### src/rtl/sync_updown_ctr_if.sv
// rtl/sync_updown_ctr_if.sv - control/data bundle for the modulo-N up/down counter
interface sync_updown_ctr_if #(
  parameter int WIDTH = 4
) ();
  logic             en;
  logic             up;
  logic             load;
  logic [WIDTH-1:0] d;
  logic [WIDTH-1:0] q;
  logic             tc;
  logic             wrap;

  // The controlling side drives strobes and load data, and observes count and flags.
  modport master (
    output en,
    output up,
    output load,
    output d,
    input  q,
    input  tc,
    input  wrap
  );

  // The counter consumes strobes and load data, and produces count and flags.
  modport slave (
    input  en,
    input  up,
    input  load,
    input  d,
    output q,
    output tc,
    output wrap
  );
endinterface

### src/rtl/sync_updown_ctr.sv
// rtl/sync_updown_ctr.sv - synchronous modulo-N up/down counter with saturating load and terminal count
module sync_updown_ctr #(
  parameter int WIDTH   = 4,
  parameter int MODULUS = 16
) (
  input  logic                clk,
  input  logic                clear,
  sync_updown_ctr_if.slave    bus
);

  // Largest legal count; all arithmetic stays within WIDTH bits, so a
  // full-range modulus wraps by plain binary overflow.
  localparam logic [WIDTH-1:0] MAX_Q = WIDTH'(MODULUS - 1);
  localparam logic [WIDTH-1:0] ONE_Q = WIDTH'(1);
  localparam logic [WIDTH-1:0] ZERO_Q = '0;

  logic [WIDTH-1:0] q_reg;
  logic             wrap_reg;
  logic [WIDTH-1:0] q_next;
  logic             wrap_next;
  logic             at_max;
  logic             at_zero;
  logic [WIDTH-1:0] load_val;

  assign at_max  = (q_reg == MAX_Q);
  assign at_zero = (q_reg == ZERO_Q);

  // Load data above the modulus is clamped to the top count rather than wrapped.
  assign load_val = (bus.d > MAX_Q) ? MAX_Q : bus.d;

  // Next-state selection with priority load > count; clear is applied in the register.
  always_comb begin
    q_next    = q_reg;
    wrap_next = 1'b0;
    if (bus.load) begin
      q_next    = load_val;
      wrap_next = 1'b0;
    end else if (bus.en) begin
      if (bus.up) begin
        q_next    = at_max ? ZERO_Q : (q_reg + ONE_Q);
        wrap_next = at_max;
      end else begin
        q_next    = at_zero ? MAX_Q : (q_reg - ONE_Q);
        wrap_next = at_zero;
      end
    end
  end

  // Count and wrap registers; clear overrides any pending load or count.
  always_ff @(posedge clk) begin
    if (clear) begin
      q_reg    <= ZERO_Q;
      wrap_reg <= 1'b0;
    end else begin
      q_reg    <= q_next;
      wrap_reg <= wrap_next;
    end
  end

  // Terminal count is combinational so a following stage sees it in the
  // same cycle as the edge that will wrap this one.
  assign bus.tc   = bus.en & ((bus.up & at_max) | (~bus.up & at_zero));
  assign bus.q    = q_reg;
  assign bus.wrap = wrap_reg;

endmodule
### src/flat_wrapper.sv
// flat-port wrapper written by rule: the top's interface ports become plain ports
module sync_updown_ctr_flat 
#(
  parameter int WIDTH   = 4,
  parameter int MODULUS = 16
)
  (clk, clear, bus_en, bus_up, bus_load, bus_d, bus_q, bus_tc, bus_wrap);
  sync_updown_ctr_if #(.WIDTH(WIDTH)) bus_i ();
  input  logic clk;
  input  logic clear;
  input wire logic [$bits(bus_i.en)-1:0] bus_en;
  input wire logic [$bits(bus_i.up)-1:0] bus_up;
  input wire logic [$bits(bus_i.load)-1:0] bus_load;
  input wire logic [$bits(bus_i.d)-1:0] bus_d;
  output wire logic [$bits(bus_i.q)-1:0] bus_q;
  output wire logic [$bits(bus_i.tc)-1:0] bus_tc;
  output wire logic [$bits(bus_i.wrap)-1:0] bus_wrap;
  assign bus_i.en = bus_en;
  assign bus_i.up = bus_up;
  assign bus_i.load = bus_load;
  assign bus_i.d = bus_d;
  assign bus_q = bus_i.q;
  assign bus_tc = bus_i.tc;
  assign bus_wrap = bus_i.wrap;
  sync_updown_ctr #(.WIDTH(WIDTH), .MODULUS(MODULUS)) u_core (.clk(clk), .clear(clear), .bus(bus_i));
endmodule
### config.mk
export PLATFORM = sky130hd
export DESIGN_NAME = sync_updown_ctr_flat
export DESIGN_NICKNAME = d
export VERILOG_FILES = /design/src/rtl/sync_updown_ctr_if.sv /design/src/rtl/sync_updown_ctr.sv /design/src/flat_wrapper.sv
export SDC_FILE = /design/constraint.sdc
export NUM_CORES = 1
export LEC_CHECK = 0
export ABC_AREA = 1
export CORE_AREA = 5 5 42 44
export CTS_CLUSTER_DIAMETER = 200
export DETAILED_ROUTE_END_ITERATION = 16
export DIE_AREA = 0 0 47 49
export PLACE_DENSITY_LB_ADDON = 0.25
export SYNTH_ARGS = -nofsm -noshare
export SYNTH_HDL_FRONTEND = slang
export SYNTH_SLANG_ARGS = --single-unit
### constraint.sdc
create_clock -name clk -period 2.3 [get_ports clk]
set_input_delay 0.575 -clock clk [delete_from_list [all_inputs] [get_ports clk]]
set_output_delay 0.575 -clock clk [all_outputs]
set_load 0.005 [all_outputs]
==> results.toml <==
[route]
met1Wirelength_um = 416
totalWireLength_um = 990
via_count = 452
dr.pass1.iters = 4
viasPerCell = 4.66
top_layer_used = "met4"
wl_per_cell_um = 10.2
drtAntennaViolNets = 0
drt_iter0_drc = 5
drcViolationCount = 0
wl_met3_um = 71
wl_met2_um = 473

[pwr]
pwr_density_cell_nw_per_um2 = 493
cellLeakagePower_uw = 0.000265
total_power_uw = 294
peakVddDrop_uv = 243

[sta]
tns_ns = 0
max_slew.worst_pin.slew_ns = 0.252
finalSetupViolations = 0
clock_skew_ns = 0.00325
finalCriticalPeriod_ns = 2.22
hold_violations = 0
fmax_mhz = 451
period_share_pct = 96.4
maxSlewHeadroom_pct = 83.1
rsz0062_at_grt = "false"
drv_slew = 0

[critical_path]
cp_slowest_cell = "clkdlybuf4s50_1"
path_max_fanout = 3
reg2reg_to = "u_core.bus.q[2]$_SDFFE_PP0P_"
crit_arrival_ns = 1.64
critPathMaxStageDelay_ns = 0.43
end_kind = "output port"
r2r.worst_path.cells = 9
r2r-start = "u_core.bus.q[0]$_SDFFE_PP0P_"
crit_type = "in2out"
startpoint_type = "input pin"
critical_path.cell_chain = "clkdlybuf4s50_1 > inv_2 > nand2_2 > nor2_4 > nor2_2 > nor2_1 > clkdlybuf4s15_1"
crit_required_ns = 1.73
regToRegSetupSlack_ns = 0.99

[global_route]
grt_pass1_wl_mm = 1.66
grt_usage_pct = 10.3
grt_overflow = 0
grt_max_degree = 7
antenna_found_initial = 0
grt_pass1_vias = 426

[cells_and_area]
layout.nets = 93
drive_gt1_share_pct = 21.0
antenna_cells = 0
fin_util_pct = 42.6
largest_reg_flops = 4
fill_cells = 155
syn_to_final_growth_pct = 64.5

[cts]
cts_tree = "yes"
postCtsSetupBuffers = 0
numCtsBuffers = 3
htreeDepth = 1
clk_pin_slew_ns = 0.04
cts-hold-fix-buffers = 0
cts.sinks = 5
clk_latency_ns = 0.24
clockRootBuffer = "clkbuf_4"
cts_max_path_buffers = 2

[floorplan]
row_count = 14
die_w_um = 47
initial_core_util_pct = 25.9
design.core.area_um2 = 1400
num_io_pins = 15
die_y_um = 49
dieArea_um2 = 2300

[status]
outcome = "complete, no violations"

[min_path]
hold_path_class = "reg2reg"
hold_path_depth = 2
holdPathEnd = "u_core.bus.q[1]$_SDFFE_PP0P_"
min_from = "u_core.bus.q[1]$_SDFFE_PP0P_"

[run]
maxCapViolCount = 0

[logic_synthesis]
ys_types = 17
synthCells = 58
synth_seq_cells = 5
syn_area_um2 = 363
syn_area_per_cell_um2 = 6.26
yosys_warnings = 0
yosysSeqAreaShare_pct = 27.6
syn-num-nets = 69

[placement]
hpwl_um = 770
portBuffers = 14
gp_congestion = 0.731
==> cell usage after synthesis, drive strengths merged <==
library cell | instances | area share (%)
a21oi | 3 | 4.1
a22oi | 3 | 6.2
a31oi | 1 | 1.7
dfxtp | 5 | 28
ha | 2 | 6.9
inv | 7 | 7.2
nand2 | 17 | 18
nand3 | 5 | 6.9
nand4 | 1 | 1.7
nor2 | 10 | 12
nor3 | 1 | 1.4
o21ai | 1 | 1.4
or2 | 1 | 1.7
xnor2 | 1 | 2.4
==> where the power goes <==
group	internal, uW	switching (uW)	total, uW
Clock	65.7	37.3	103
Sequential	92.8	6.93	99.8
Combinational	50.0	41.3	91.3
Total	208	85.5	294
==> kinds of logic after synthesis <==
kind of cell               count (synthesis)  share of synthesized area [%]
xor gates and xnor gates                   1                           2.41
and+or+nand+nor                           35                           42.4
adders and majority gates                  2                           6.90
buffers and inverters                      7                           7.24
DFF                                        5                           27.6
AOI/OAI and AO/OA                          8                           13.4
==> layout by cell type, fill, tap and decap left out, types with 2 or more instances in the layout <==
cell type	n
clkdlybuf4s50_1	13
ha_1	2
a21oi_1	3
nand3_1	5
nand2_1	16
inv_1	4
clkbuf_4	3
nor2_1	5
dfxtp_1	5
a22oi_1	3
inv_2	3
nor2_2	4
buf_4	5
==> worst max-delay path: cells and delay by family <==
kind,cells,cell delay (ns)
buffers and inverters,3,0.73
and+or+nand+nor,4,0.32
==> worst max path at each step <==
stage	from	endpoint	slack, ns	cells after the start
detailed placement	bus_up	bus_tc	-0.24	7
floorplan	u_core.bus.q[0]$_SDFFE_PP0P_	bus_tc	0.73	6
global placement	bus_up	bus_tc	-0.24	7
global route	bus_up	bus_tc	0.01	7
finish	bus_up	bus_tc	0.08	7
CTS	bus_up	bus_tc	0.03	7
==> per-stage QoR <==
step                hold WS [ns]  worst slack (ns)  cell area (um^2)  instances
global route               0.592            0.0114               597         97
detailed placement         0.541            -0.239               561         93
CTS                        0.550            0.0301               588         97
global placement           0.543            -0.237               561         93
finish                     0.550            0.0826               597         97
floorplan                  0.508             0.732               363         58
==> routing by layer <==
| layer | up-vias | GRT usage, % |
|---|---|---|
| li1 | 238 | - |
| met1 | 191 | 10.3 |
| met2 | 19 | 16.1 |
| met3 | 4 | 3.69 |
| met4 | 0 | 8.29 |
| met5 | - | 0 |
==> final cells by class <==
cell class / instances / area [um^2] / share of cell area [%]
multi-input combinational: 46 / 246 / 41.3
sequential: 5 / 100 / 16.8
inverter: 7 / 26.3 / 4.40
timing repair buffer: 19 / 178 / 29.8
tap: 16 / 20.0 / 3.35
clock buffer: 4 / 26.3 / 4.40
==> what timing repair did <==
action / 4_1_cts / 5_1_grt
resized for setup: 2 / 3
cloned: 0 / 0
endpoints found under the setup margin: 1 / 1
hold endpoints to repair: 0 / 0
Power figures use the tool's default switching activity.
